[src/rtl/pipe_e2m_stage.sv]
// pipe_e2m_stage: elastic EX->MEM pipeline register.
//
// Holds the ALU result, store data, destination register and MEM/WB control bundle
// of one instruction between the execute and memory stages. It has a valid/ready
// handshake on both sides, a synchronous flush, an optional second (skid) entry and
// a saturating stall counter.
//
// Parameters
//   DATA_W  width of ALUResult / WriteData words
//   ADDR_W  width of destination register index
//   CTRL_W  width of control bundle {PCSrc, RegWrite, MemtoReg, MemWrite}
//   SKID    1: two entries, registered readyE; 0: one entry, combinational readyE
//   CNT_W   width of stall counter
//
// Ports
//   clk, reset          rising-edge clock, asynchronous active-low reset
//   validE / readyE     EX-side handshake; transfer when both high at posedge
//   ALUResultE, WriteDataE, WA3E, CtrlE   EX-side payload
//   flush               drop every held entry and the input on the next edge
//   validM / readyM     MEM-side handshake; head consumed when both high at posedge
//   ALUOutM, WriteDataM, WA3M, CtrlM      head payload (CtrlM is 0 while validM=0)
//   StallCnt            edges with validM & ~readyM, saturating at all-ones
module pipe_e2m_stage #(
  parameter int unsigned DATA_W = 32,
  parameter int unsigned ADDR_W = 4,
  parameter int unsigned CTRL_W = 4,
  parameter int unsigned SKID   = 1,
  parameter int unsigned CNT_W  = 16
) (
  input  logic              clk,
  input  logic              reset,
  input  logic              validE,
  output logic              readyE,
  input  logic [DATA_W-1:0] ALUResultE,
  input  logic [DATA_W-1:0] WriteDataE,
  input  logic [ADDR_W-1:0] WA3E,
  input  logic [CTRL_W-1:0] CtrlE,
  input  logic              flush,
  output logic              validM,
  input  logic              readyM,
  output logic [DATA_W-1:0] ALUOutM,
  output logic [DATA_W-1:0] WriteDataM,
  output logic [ADDR_W-1:0] WA3M,
  output logic [CTRL_W-1:0] CtrlM,
  output logic [CNT_W-1:0]  StallCnt
);

  localparam int unsigned EntW = 2 * DATA_W + ADDR_W + CTRL_W;

  logic [EntW-1:0]   in_ent;
  logic [EntW-1:0]   head_q, head_d;
  logic [EntW-1:0]   skid_q, skid_d;
  logic              head_vld_q, head_vld_d;
  logic              skid_vld_q, skid_vld_d;
  logic              rdy_q, rdy_d;
  logic [CNT_W-1:0]  cnt_q, cnt_d;
  logic [CTRL_W-1:0] head_ctrl;
  logic              accept;
  logic              drain;

  assign in_ent = {ALUResultE, WriteDataE, WA3E, CtrlE};
  assign accept = validE & readyE;
  assign drain  = head_vld_q & readyM;

  // rdy_q is 0 throughout reset and rises on the first edge after release. With a skid
  // entry it simply mirrors "skid slot free", so readyE has no path from readyM.
  assign rdy_d = ~skid_vld_d;

  if (SKID != 0) begin : g_skid
    assign readyE = rdy_q;
  end else begin : g_noskid
    // Single entry: the slot is free now if empty or if the head leaves on this edge.
    assign readyE = rdy_q & (~head_vld_q | readyM);
  end

  // Occupancy: EMPTY (no head), ONE (head only), TWO (head + skid, SKID=1 only).
  always_comb begin
    head_d     = head_q;
    skid_d     = skid_q;
    head_vld_d = head_vld_q;
    skid_vld_d = skid_vld_q;
    if (flush) begin
      // Payload registers keep stale data; only the valid bits are cleared.
      head_vld_d = 1'b0;
      skid_vld_d = 1'b0;
    end else if (skid_vld_q) begin
      // TWO: readyE is low, so only a drain can happen; skid moves up to head.
      if (drain) begin
        head_d     = skid_q;
        skid_vld_d = 1'b0;
      end
    end else if (!head_vld_q) begin
      if (accept) begin
        head_d     = in_ent;
        head_vld_d = 1'b1;
      end
    end else begin
      if (accept && drain) begin
        head_d = in_ent;
      end else if (drain) begin
        head_vld_d = 1'b0;
      end else if (accept && (SKID != 0)) begin
        // Head is stalled: park the new entry behind it to keep FIFO order.
        skid_d     = in_ent;
        skid_vld_d = 1'b1;
      end
    end
  end

  always_comb begin
    cnt_d = cnt_q;
    if (head_vld_q && !readyM && !(&cnt_q)) begin
      cnt_d = cnt_q + 1'b1;
    end
  end

  always_ff @(posedge clk or negedge reset) begin
    if (!reset) begin
      head_q     <= '0;
      skid_q     <= '0;
      head_vld_q <= 1'b0;
      skid_vld_q <= 1'b0;
      rdy_q      <= 1'b0;
      cnt_q      <= '0;
    end else begin
      head_q     <= head_d;
      skid_q     <= skid_d;
      head_vld_q <= head_vld_d;
      skid_vld_q <= skid_vld_d;
      rdy_q      <= rdy_d;
      cnt_q      <= cnt_d;
    end
  end

  assign {ALUOutM, WriteDataM, WA3M, head_ctrl} = head_q;
  assign CtrlM    = head_vld_q ? head_ctrl : '0;
  assign validM   = head_vld_q;
  assign StallCnt = cnt_q;

  // Structural invariants of the occupancy encoding.
  a_skid_behind_head : assert property (@(posedge clk) disable iff (!reset)
    skid_vld_q |-> head_vld_q);
  a_noskid_single : assert property (@(posedge clk) disable iff (!reset)
    (SKID == 0) |-> !skid_vld_q);
  a_stall_hold : assert property (@(posedge clk) disable iff (!reset)
    (head_vld_q && !readyM && !flush) |=> (head_vld_q && $stable(head_q)));

endmodule

[config.mk]
export PLATFORM = sky130hd
export DESIGN_NAME = pipe_e2m_stage
export DESIGN_NICKNAME = d
export VERILOG_FILES = /design/src/rtl/pipe_e2m_stage.sv
export SDC_FILE = /design/constraint.sdc
export NUM_CORES = 1
export LEC_CHECK = 0
export ABC_AREA = 0
export BUFFER_PORTS_ARGS = -buffer_cell sky130_fd_sc_hd__buf_2
export CELL_PAD_IN_SITES_DETAIL_PLACEMENT = 2
export CELL_PAD_IN_SITES_GLOBAL_PLACEMENT = 2
export CORE_MARGIN = 4
export CORE_UTILIZATION = 35
export DETAILED_ROUTE_END_ITERATION = 7
export PLACE_DENSITY_LB_ADDON = 0.1
export SLEW_MARGIN = 5
export SYNTH_ARGS = -nofsm -noshare
export SYNTH_HDL_FRONTEND = slang
export SYNTH_SLANG_ARGS = --single-unit
[constraint.sdc]
create_clock -name clk -period 2.4 [get_ports clk]
set_clock_uncertainty 0.2 [all_clocks]
set_input_delay 0.48 -clock clk [delete_from_list [all_inputs] [get_ports clk]]
set_output_delay 0.48 -clock clk [all_outputs]
set_load 0.02 [all_outputs]
==> summary.md, run 1 <==
| Metric | Value |
|---|---|
| Status | `finished clean` |
| Dpl ws | `0.166 ns` |
| Period utilization | `0.918` |
| Yosys reg bits | `163` |
| Max-cap viol count | `0` |
| CTS H-Tree Depth | `4` |
| Maximum achievable frequency | `454 MHz` |
| Initial core utilization | `0.360` |
| Crit path arrival time | `2.34 ns` |
| Post-synth top cells | `dfrtp_1, a21oi_1, nor2_1` |
| Yosys top cell area share | `0.550` |
| Synth unique cells | `35` |
| Worst slew margin | `0.490` |
| Internal reg-to-reg setup slack | `0.20 ns` |
| Layout cells sized above 1 | `0.299` |
| Vias | `4956` |
| CTS tree | `built` |
| Area Growth Syn to Fin | `17.9%` |
| Port Buffers | `166` |
| Tmin final | `2.20 ns` |
| Final ANT Viol Nets | `0` |
| Die Ht | `154 µm` |
| Vias in the first global route | `5770` |
| P_leak | `3.91 nW` |
| Chip width | `154 µm` |
| Overflow after GRT | `0` |
| Mapped Cells | `626` |
| PwrDens | `978 nW/µm²` |
| Via density per instance | `4.91` |
| Placeable Area | `20600 µm²` |
| Synth top area cells | `dfrtp_1, mux2_1, mux2i_1, buf_4, a21oi_1` |
| Cell taking the most area after synthesis | `dfrtp_1` |
| Worst slew pin tran | `0.765 ns` |
| Warnings from Yosys | `0` |
| Final Worst Setup Slack | `0.197 ns` |
| Area of the die | `23600 µm²` |
| Post-Synthesis Net Count | `704` |
| Inserted Clock Buffers | `17` |
| Crit Path Max Fanout | `26` |
| DR iter-0 viols | `119` |
| Cell Count, Final, Fillers Out | `1010` |
| Max clock buf depth | `2` |
| Residual DRC | `0` |
| Seq pwr share | `0.460` |
| Crit start category | `flop` |
| Initial antenna violation count | `3` |
| Post-Route Setup TNS | `0 ns` |
| Post-CTS Setup Bufs | `0` |
| Clock network latency to the later pin of the worst-skew pair | `0.43 ns` |
| Worst VDD drop | `477 µV` |
| HPWL Detailed | `12900 µm` |
| Placed Instances | `977` |
| Seq/Total Area, Yosys | `0.550` |
| WP data required | `2.54 ns` |
| Post-synth EDFFs | `0` |
| Row count | `52` |
| Crit Path Category | `reg -> reg` |
| Final Hold Vio Count | `0` |
| DR pass1 iterations | `4` |
| Clock power share | `0.318` |
| Combinational share of power | `0.222` |
| Slew Limit Fails | `0` |
| Most common cell in the netlist | `dfrtp_1` |
| Final wirelength | `18300 µm` |
| Clock transition at the registers of the reported paths | `0.07 ns` |
| Clk sinks | `163` |
| Post-synth ARST share | `1.00` |
| HP Class | `in -> reg` |
| Nets | `805` |
| Worst setup EP type | `flop` |
| Sw power | `2.75 mW` |
| Root Buffer | `clkbuf_16` |
| GRT Util Overall | `0.160` |
| Final-report setup violation count | `0` |
| Internal Pwr Total | `5.79 mW` |
| First-pass GRT wire length | `30300 µm` |
| Cell Area, Synth | `7410 µm²` |
| GP Congestion | `0.717` |
| Switching Share | `0.322` |
| I/O Pins | `167` |
| Top FF cell, synth | `dfrtp_1` |
| Wire length per cell after detailed routing | `18.1 µm` |
| Avg Synthesized Cell Area | `11.8 µm²` |
| Largest net degree at the start of global routing | `58` |
| RSZ-0062 raised after global routing | `no` |
| Post-cts sizing count | `0` |
-- state kept, by name, indices dropped and copies added, names as in the netlist --
signal	cells
validM	1
StallCnt	16
skid_q	72
head_q	72
readyE	1
skid_vld_q	1
-- stage by stage --
step,power [mW],utilization,area [µm²],hold slack (ns)
2_1_floorplan,5.45,-,7410,-0.0156
3_3_place_gp,5.77,0.396,8140,0.273
3_5_place_dp,5.93,0.396,8140,0.281
4_1_cts,8.70,0.425,8730,0.0504
5_1_grt,9.07,0.425,8730,0.0578
6_report,8.54,0.425,8730,0.0729
-- worst paths after layout --
path,from,endpoint,cells past startpoint
min,WriteDataE[4],skid_q[12],2
max,skid_vld_q,head_q[9],5
max in group asynchronous,reset,skid_q[62],3
max reg2reg,skid_vld_q,head_q[9],5
min reg2reg,StallCnt[14],StallCnt[14],1
min in group asynchronous,reset,StallCnt[12],2
-- final cells by class --
type                    instances  area, µm²
fillers                      2192      11800
flip-flops and latches        163       4080
multi-input cells             358       2670
repair buffers                182       1050
clock buffers                  18        429
well taps                     270        338
clock inverters                13        150
inverters                       5       18.8
diodes                          1       2.50
-- metal layers --
metal / GRT usage / up-vias / part of all wire
met5: 0 / - / 0.0011
met1: 0.191 / 2534 / 0.41
li1: - / 2293 / -
met3: 0.0430 / 21 / 0.050
met4: 0.0467 / 4 / 0.012
met2: 0.282 / 104 / 0.52
-- worst max-delay path, stage by stage (launching register included) --
cell,delay (ns)
dfrtp_4,0.58
nand3b_4,0.21
a221oi_4,0.50
buf_4,0.39
nor2_1,0.09
a21oi_1,0.14
-- what timing repair did --
item,CTS,global route
endpoints found under the setup margin,0,0
endpoints found under the hold margin,51,0
hold buffers,1,0
-- cell usage in the layout, fill, tap and decap left out, types with 2 or more instances in the layout --
cell type / Yosys / final
nand2_1: 7 / 7
buf_2: 23 / 165
nand4_1: 2 / 2
dfrtp_1: 163 / 162
mux2_2: 3 / 3
o21ai_0: 4 / 4
buf_12: 0 / 7
a211oi_1: 2 / 2
nand3_1: 7 / 7
clkinvlp_4: 0 / 5
mux2_1: 70 / 70
inv_1: 5 / 5
inv_6: 0 / 5
mux2i_1: 73 / 73
buf_4: 69 / 8
and2_1: 4 / 4
bufinv_16: 0 / 2
nor3_1: 5 / 5
nor2_1: 75 / 75
nor4_1: 3 / 3
nand3b_4: 2 / 2
xor2_1: 9 / 9
nor3_2: 2 / 2
clkbuf_16: 0 / 17
a21oi_1: 76 / 76
-- logic make-up after synthesis --
family,share of synthesized area
AO/OA/AOI/OAI,0.0645
XOR/XNOR,0.0118
adder cells (fa/ha/maj),0.00169
buffers and inverters,0.0920
flip-flops,0.550
multiplexers,0.210
AND/OR/NAND/NOR,0.0701
-- power by group through the flow --
| stage | Clock [mW] | Combinational [mW] | Sequential, mW |
|---|---|---|---|
| 2_1_floorplan | 0 | 1.56 | 3.89 |
| 3_3_place_gp | 0 | 1.84 | 3.93 |
| 3_5_place_dp | 0 | 1.94 | 3.99 |
| 4_1_cts | 2.80 | 1.96 | 3.95 |
| 5_1_grt | 2.93 | 2.10 | 4.03 |
| 6_report | 2.71 | 1.90 | 3.93 |
(Power assumes the default switching activity.)
==> inputs of run 2 (changes only) <==
- PLACE_DENSITY_LB_ADDON: 0.1 -> 0.3
==> summary.md, run 2 (same netlist as run 1, synthesis figures left out) <==
| Metric | Value |
|---|---|
| Crit Path Category | `reg -> out (was reg -> reg)` |
| Crit Path Max Fanout | `7 (was 26)` |
| Worst slew margin | `0.633 (was 0.490)` |
| Crit path arrival time | `1.50 ns (was 2.34 ns)` |
| Nets | `800 (was 805)` |
| Vias | `4960 (was 4956)` |
| Critical path's largest stage delay | `0.55 ns (was 0.58 ns)` |
| Final-report setup violation count | `0 (unchanged)` |
| Clock network latency to the later pin of the worst-skew pair | `0.42 ns (was 0.43 ns)` |
| R2R Path Start | `skid_vld_q (unchanged)` |
| Post-cts sizing count | `0 (unchanged)` |
| Area after DPL | `8090 µm² (was 8140 µm²)` |
| RSZ-0062 raised after global routing | `no (unchanged)` |
| CTS tree | `built (unchanged)` |
| Final wirelength | `18800 µm (was 18300 µm)` |
| Chip width | `154 µm (unchanged)` |
| Max clock buf depth | `2 (unchanged)` |
| Commonest non-fill, non-tap cells in the layout | `buf_2, dfrtp_1, a21oi_1, nor2_1, mux2i_1 (unchanged)` |
| Area Growth Syn to Fin | `17.5% (was 17.9%)` |
| Largest net degree at the start of global routing | `75 (was 58)` |
| Row count | `52 (unchanged)` |
| Status | `finished clean (unchanged)` |
| Wire length per cell after detailed routing | `18.7 µm (was 18.1 µm)` |
| DR iter-0 viols | `112 (was 119)` |
| Reg2Reg Depth | `4 (was 5)` |
| Initial antenna violation count | `2 (was 3)` |
| GRT Util Overall | `0.164 (was 0.160)` |
| PwrDens | `991 nW/µm² (was 978 nW/µm²)` |
| Layout cells sized above 1 | `0.297 (was 0.299)` |
| Critical Path Start | `validM (was skid_vld_q)` |
| Max-cap viol count | `0 (unchanged)` |
| Clock transition at the registers of the reported paths | `0.07 ns (about the same)` |
| # fillers | `2214 (was 2192)` |
| Slew Limit Fails | `0 (unchanged)` |
| First-pass GRT wire length | `31100 µm (was 30300 µm)` |
| Die Ht | `154 µm (unchanged)` |
| Final Hold Vio Count | `0 (unchanged)` |
| Root Buffer | `clkbuf_16 (unchanged)` |
| Post-Route Setup TNS | `0 ns (unchanged)` |
| Inserted Clock Buffers | `17 (unchanged)` |
| GP Congestion | `0.750 (was 0.717)` |
| Initial core utilization | `0.360 (unchanged)` |
| CP Buf/Inv Count | `2 (was 1)` |
| R2r endpoint | `skid_q[30] (was head_q[9])` |
| Area of the die | `23600 µm² (unchanged)` |
| Post-CTS Hold Fix Bufs | `1 (unchanged)` |
| Commonest non-fill, non-tap cell in the layout | `buf_2 (unchanged)` |
| CTS H-Tree Depth | `4 (unchanged)` |
| DR pass1 iterations | `3 (was 4)` |
| I/O Pins | `167 (unchanged)` |
| P_leak | `3.90 nW (was 3.91 nW)` |
| Internal reg-to-reg setup slack | `0.29 ns (was 0.20 ns)` |
| HP Class | `in -> reg (unchanged)` |
| CP max stage cell | `dfrtp_1 (was dfrtp_4)` |
| Crit start category | `flop (unchanged)` |
| Tmin final | `2.18 ns (was 2.20 ns)` |
| Overflow after GRT | `0 (unchanged)` |
| Worst slew pin tran | `0.551 ns (was 0.765 ns)` |
| Post-CTS Setup Bufs | `0 (unchanged)` |
| Worst VDD drop | `432 µV (was 477 µV)` |
| Worst path top cell family by delay | `flip-flops (was compound AO/OA/AOI/OAI gates)` |
| Period utilization | `0.908 (was 0.918)` |
| Critical path destination | `CtrlM[2] (was head_q[9])` |
| Maximum achievable frequency | `459 MHz (was 454 MHz)` |
| Worst setup EP type | `primary output (was flop)` |
| Cell Count, Final, Fillers Out | `1006 (was 1010)` |
| Design area | `8700 µm² (was 8730 µm²)` |
| Vias in the first global route | `5720 (was 5770)` |
| HPWL Detailed | `12800 µm (was 12900 µm)` |
| Port Buffers | `166 (unchanged)` |
| Clk sinks | `163 (unchanged)` |
| Critical path depth | `3 (was 5)` |
| Crit-path cells | `buf_4 -> and2_1 -> buf_2 (was nand3b_4 -> a221oi_4 -> buf_4 -> nor2_1 -> a21oi_1)` |
| Placeable Area | `20600 µm² (unchanged)` |
| Via density per instance | `4.93 (was 4.91)` |
| WP data required | `1.72 ns (was 2.54 ns)` |
| Final ANT Viol Nets | `0 (unchanged)` |
| Total Power | `8.62 mW (was 8.54 mW)` |
| Placed Instances | `972 (was 977)` |
| Residual DRC | `0 (unchanged)` |
[run 2: changes by cell type in the layout (fill, tap and decap cells not counted), sizes merged]
cell and change:
inv -1, buf -5, clkbuf +1, clkinv +1
[run 2: stage by stage]
step / utilization / hold WS [ns] / setup WS (ns)
after floorplan: - / -0.0156 / 0.444
after global placement: 0.394 / 0.254 / 0.222
after detailed placement: 0.394 / 0.268 / 0.133
after CTS: 0.423 / 0.0569 / 0.170
after global routing: 0.423 / 0.0690 / 0.116
final: 0.423 / 0.0789 / 0.220
[run 2: area by class of cell]
type,instances,area [µm²],area share
inverters,5,18.8,0.00216
clock inverters,13,146,0.0168
flip-flops and latches,163,4080,0.469
repair buffers,177,997,0.115
multi-input cells,358,2670,0.306
diodes,1,2.50,0.000287
clock buffers,19,453,0.0520
well taps,270,338,0.0388
[run 2: power by group]
part	internal [mW]	total (mW)	switching, mW
sequential	3.47	3.93	0.463
combinational	0.768	1.90	1.13
clock	1.60	2.79	1.19
[run 2: worst min path at each step]
stage / from / to / slack (ns) / depth (start not counted)
after global routing: WriteDataE[10] / skid_q[18] / 0.07 / 2
after floorplan: reset / StallCnt[0] / -0.02 / 0
after global placement: reset / head_q[18] / 0.25 / 1
after CTS: WriteDataE[10] / skid_q[18] / 0.06 / 2
after detailed placement: reset / head_q[18] / 0.27 / 1
final: WriteDataE[10] / skid_q[18] / 0.08 / 2
[run 2: metal layers]
metal	up-vias	wire length (µm)	global-route usage
met5	-	13	0
met4	2	320	0.0479
met1	2553	7570	0.189
li1	2289	-	-
met2	93	10200	0.305
met3	23	678	0.0343
==> inputs of run 3 (changes only) <==
--- a/config.mk
+++ b/config.mk
@@ -6,10 +6,10 @@
 export NUM_CORES = 1
 export LEC_CHECK = 0
-export ABC_AREA = 0
+export ABC_AREA = 1
 export BUFFER_PORTS_ARGS = -buffer_cell sky130_fd_sc_hd__buf_2
 export CELL_PAD_IN_SITES_DETAIL_PLACEMENT = 2
 export CELL_PAD_IN_SITES_GLOBAL_PLACEMENT = 2
 export CORE_MARGIN = 4
-export CORE_UTILIZATION = 35
+export CORE_UTILIZATION = 32
 export DETAILED_ROUTE_END_ITERATION = 7
 export PLACE_DENSITY_LB_ADDON = 0.3
==> constraint.sdc (replaced) <==
create_clock -name clk -period 2.4 [get_ports clk]
set_clock_uncertainty 0.2 [all_clocks]
set_input_delay 0.48 -clock clk [delete_from_list [all_inputs] [get_ports clk]]
set_output_delay 0.48 -clock clk [all_outputs]
set_load 0.005 [all_outputs]
==> summary.md, run 3 <==
| Metric | Value |
|---|---|
| Synth unique cells | `27 (was 35)` |
| Worst slew pin tran | `0.488 ns (was 0.551 ns)` |
| Final ANT Viol Nets | `0 (unchanged)` |
| Final Hold Vio Count | `0 (unchanged)` |
| Most common cell in the netlist | `nand2_1 (was dfrtp_1)` |
| Clk sinks | `163 (unchanged)` |
| Wire length per cell after detailed routing | `15.2 µm (was 18.7 µm)` |
| Root Buffer | `clkbuf_16 (unchanged)` |
| Vias in the first global route | `6724 (was 5720)` |
| HPWL Detailed | `14500 µm (was 12800 µm)` |
| Final Worst Setup Slack | `0.420 ns (was 0.220 ns)` |
| Port Buffers | `166 (unchanged)` |
| Area after DPL | `8470 µm² (was 8090 µm²)` |
| Design area | `9040 µm² (was 8700 µm²)` |
| Die Ht | `165 µm (was 154 µm)` |
| Layout cells sized above 1 | `0.225 (was 0.297)` |
| Post-synth EDFFs | `0 (unchanged)` |
| DR pass1 iterations | `4 (was 3)` |
| Worst VDD drop | `336 µV (was 432 µV)` |
| Largest net degree at the start of global routing | `79 (was 75)` |
| Avg Synthesized Cell Area | `8.41 µm² (was 11.8 µm²)` |
| GRT Util Overall | `0.157 (was 0.164)` |
| Nets | `1099 (was 800)` |
| Final wirelength | `20600 µm (was 18800 µm)` |
| # diodes | `0 (was 1)` |
| Post-Synthesis Net Count | `1013 (was 704)` |
| Post-synth ARST share | `1.00 (unchanged)` |
| Warnings from Yosys | `0 (unchanged)` |
| Status | `finished clean (unchanged)` |
| Clock transition at the registers of the reported paths | `0.08 ns (was 0.07 ns)` |
| Crit Path Category | `reg -> reg (was reg -> out)` |
| Mapped Cells | `935 (was 626)` |
| Maximum achievable frequency | `505 MHz (was 459 MHz)` |
| Clock network latency to the later pin of the worst-skew pair | `0.42 ns (about the same)` |
| Max-cap viol count | `0 (unchanged)` |
| CTS tree | `built (unchanged)` |
| Initial core utilization | `0.324 (was 0.360)` |
| GP Congestion | `0.729 (was 0.750)` |
| First-pass GRT wire length | `34000 µm (was 31100 µm)` |
| DR iter-0 viols | `207 (was 112)` |
| Worst slew margin | `0.674 (was 0.633)` |
| RSZ-0062 raised after global routing | `no (unchanged)` |
| Tmin final | `1.98 ns (was 2.18 ns)` |
| Top FF cell, synth | `dfrtp_1 (unchanged)` |
| Crit Path Max Fanout | `13 (was 7)` |
| Worst setup EP type | `flop (was primary output)` |
| Row count | `57 (was 52)` |
| Placeable Area | `24200 µm² (was 20600 µm²)` |
| Area Growth Syn to Fin | `15.0% (was 17.5%)` |
| Cell taking the most area after synthesis | `dfrtp_1 (unchanged)` |
| Post-Route Setup TNS | `0 ns (unchanged)` |
| Seq/Total Area, Yosys | `0.519 (was 0.550)` |
| Residual DRC | `0 (unchanged)` |
| Final-report setup violation count | `0 (unchanged)` |
| Post-cts sizing count | `0 (unchanged)` |
| Cell Count, Final, Fillers Out | `1357 (was 1006)` |
| Inserted Clock Buffers | `17 (unchanged)` |
| Max clock buf depth | `2 (unchanged)` |
| Vias | `6269 (was 4960)` |
| Overflow after GRT | `0 (unchanged)` |
| Synth top area cells | `dfrtp_1, nand2_1, o21ai_0, buf_4, inv_1 (was dfrtp_1, mux2_1, mux2i_1, buf_4, a21oi_1)` |
| Area of the die | `27100 µm² (was 23600 µm²)` |
| Placed Instances | `1325 (was 972)` |
| Period utilization | `0.825 (was 0.908)` |
| Crit path arrival time | `2.08 ns (was 1.50 ns)` |
| Slew Limit Fails | `0 (unchanged)` |
| Commonest non-fill, non-tap cells in the layout | `nand2_1, buf_2, dfrtp_1, o21ai_0, inv_1 (was buf_2, dfrtp_1, a21oi_1, nor2_1, mux2i_1)` |
| I/O Pins | `167 (unchanged)` |
| P_leak | `4.57 nW (was 3.90 nW)` |
| WP data required | `2.50 ns (was 1.72 ns)` |
| Chip width | `165 µm (was 154 µm)` |
| Yosys reg bits | `163 (unchanged)` |
| Yosys top cell area share | `0.519 (was 0.550)` |
| Post-synth top cells | `nand2_1, dfrtp_1, o21ai_0 (was dfrtp_1, a21oi_1, nor2_1)` |
| Initial antenna violation count | `1 (was 2)` |
| Cell Area, Synth | `7860 µm² (was 7410 µm²)` |
| PwrDens | `969 nW/µm² (was 991 nW/µm²)` |
| Crit start category | `flop (unchanged)` |
| CTS H-Tree Depth | `4 (unchanged)` |
| Commonest non-fill, non-tap cell in the layout | `nand2_1 (was buf_2)` |
| Via density per instance | `4.62 (was 4.93)` |
| HP Class | `in -> reg (unchanged)` |
| Dpl ws | `0.405 ns (was 0.133 ns)` |
[run 3: cell types whose count changed in the layout (fill, tap and decap cells not counted), sizes merged, moves of 4 or more]
cell / change
nor2: +20
nor3: -6
buf: +4
o21ai: +151
nand2: +209
inv: +89
mux2i: -73
xor2: -9
nand4: +6
mux2: -73
and2: -4
[run 3: logic make-up (layout without fill, tap and decap cells)]
group / count (synthesis) / in the layout / share of synthesized area
DFF: 163 / 163 / 0.519
adders and majority gates: 1 / 1 / 0.00159
buffers and inverters: 208 / 306 / 0.153
xor gates and xnor gates: 3 / 3 / 0.00334
AOI/OAI and AO/OA: 229 / 229 / 0.153
and+or+nand+nor: 331 / 331 / 0.170
[run 3: critical path, cell delays in order, from the launching register on]
cell and delay, ns:
dfrtp_1 0.42, ha_1 0.26, nand3_1 0.13, inv_1 0.17, nand2_1 0.09, nor2_2 0.20, nor2_2 0.05, buf_4 0.18
nand2_1 0.09, o21ai_1 0.07
[run 3: final cells by class]
type	instances	area (µm²)
Fill cell	2835	15200
Clock inverter	13	126
Clock buffer	18	429
Timing Repair Buffer	181	1060
Inverter	94	355
Tap cell	324	405
Multi-Input combinational cell	564	2580
Sequential cell	163	4080
[run 3: final timing paths]
path / startpoint / end / slack (ns) / depth (start not counted)
min in group asynchronous: reset / skid_q[40] / 0.38 / 2
max in group asynchronous: reset / head_q[5] / 0.98 / 3
setup reg to reg: StallCnt[0] / StallCnt[11] / 0.42 / 9
hold / removal: WriteDataE[8] / skid_q[16] / 0.11 / 3
setup / recovery: StallCnt[0] / StallCnt[11] / 0.42 / 9
hold reg to reg: skid_q[26] / skid_q[26] / 0.28 / 2
[run 3: per-stage QoR]
step	hold slack (ns)	util	power, mW
floorplan	-0.0156	-	5.72
global placement	0.261	0.349	6.11
detailed placement	0.263	0.349	6.25
CTS	0.0995	0.373	8.96
global route	0.106	0.373	9.47
finish	0.114	0.373	8.76
[run 3: layer usage]
metal | share of wire | global-route usage | up-vias
li1 | - | - | 3070
met1 | 0.46 | 0.201 | 3081
met2 | 0.50 | 0.271 | 103
met3 | 0.037 | 0.0277 | 13
met4 | 0.011 | 0.0454 | 2
met5 | 0.00097 | 0 | -
[run 3: power breakdown]
part / internal [mW] / total [mW] / leakage, nW / switching, mW
Sequential: 3.62 / 4.15 / 1.96 / 0.523
Clock: 1.44 / 2.63 / 0.260 / 1.20
Combinational: 0.879 / 1.98 / 2.36 / 1.10
Total: 5.94 / 8.76 / 4.57 / 2.82
[run 3: repair_timing]
item | 4_1_cts | 5_1_grt
buffers inserted | 0 | 0
endpoints found under the hold margin | 41 | 0
hold buffers | 1 | 0
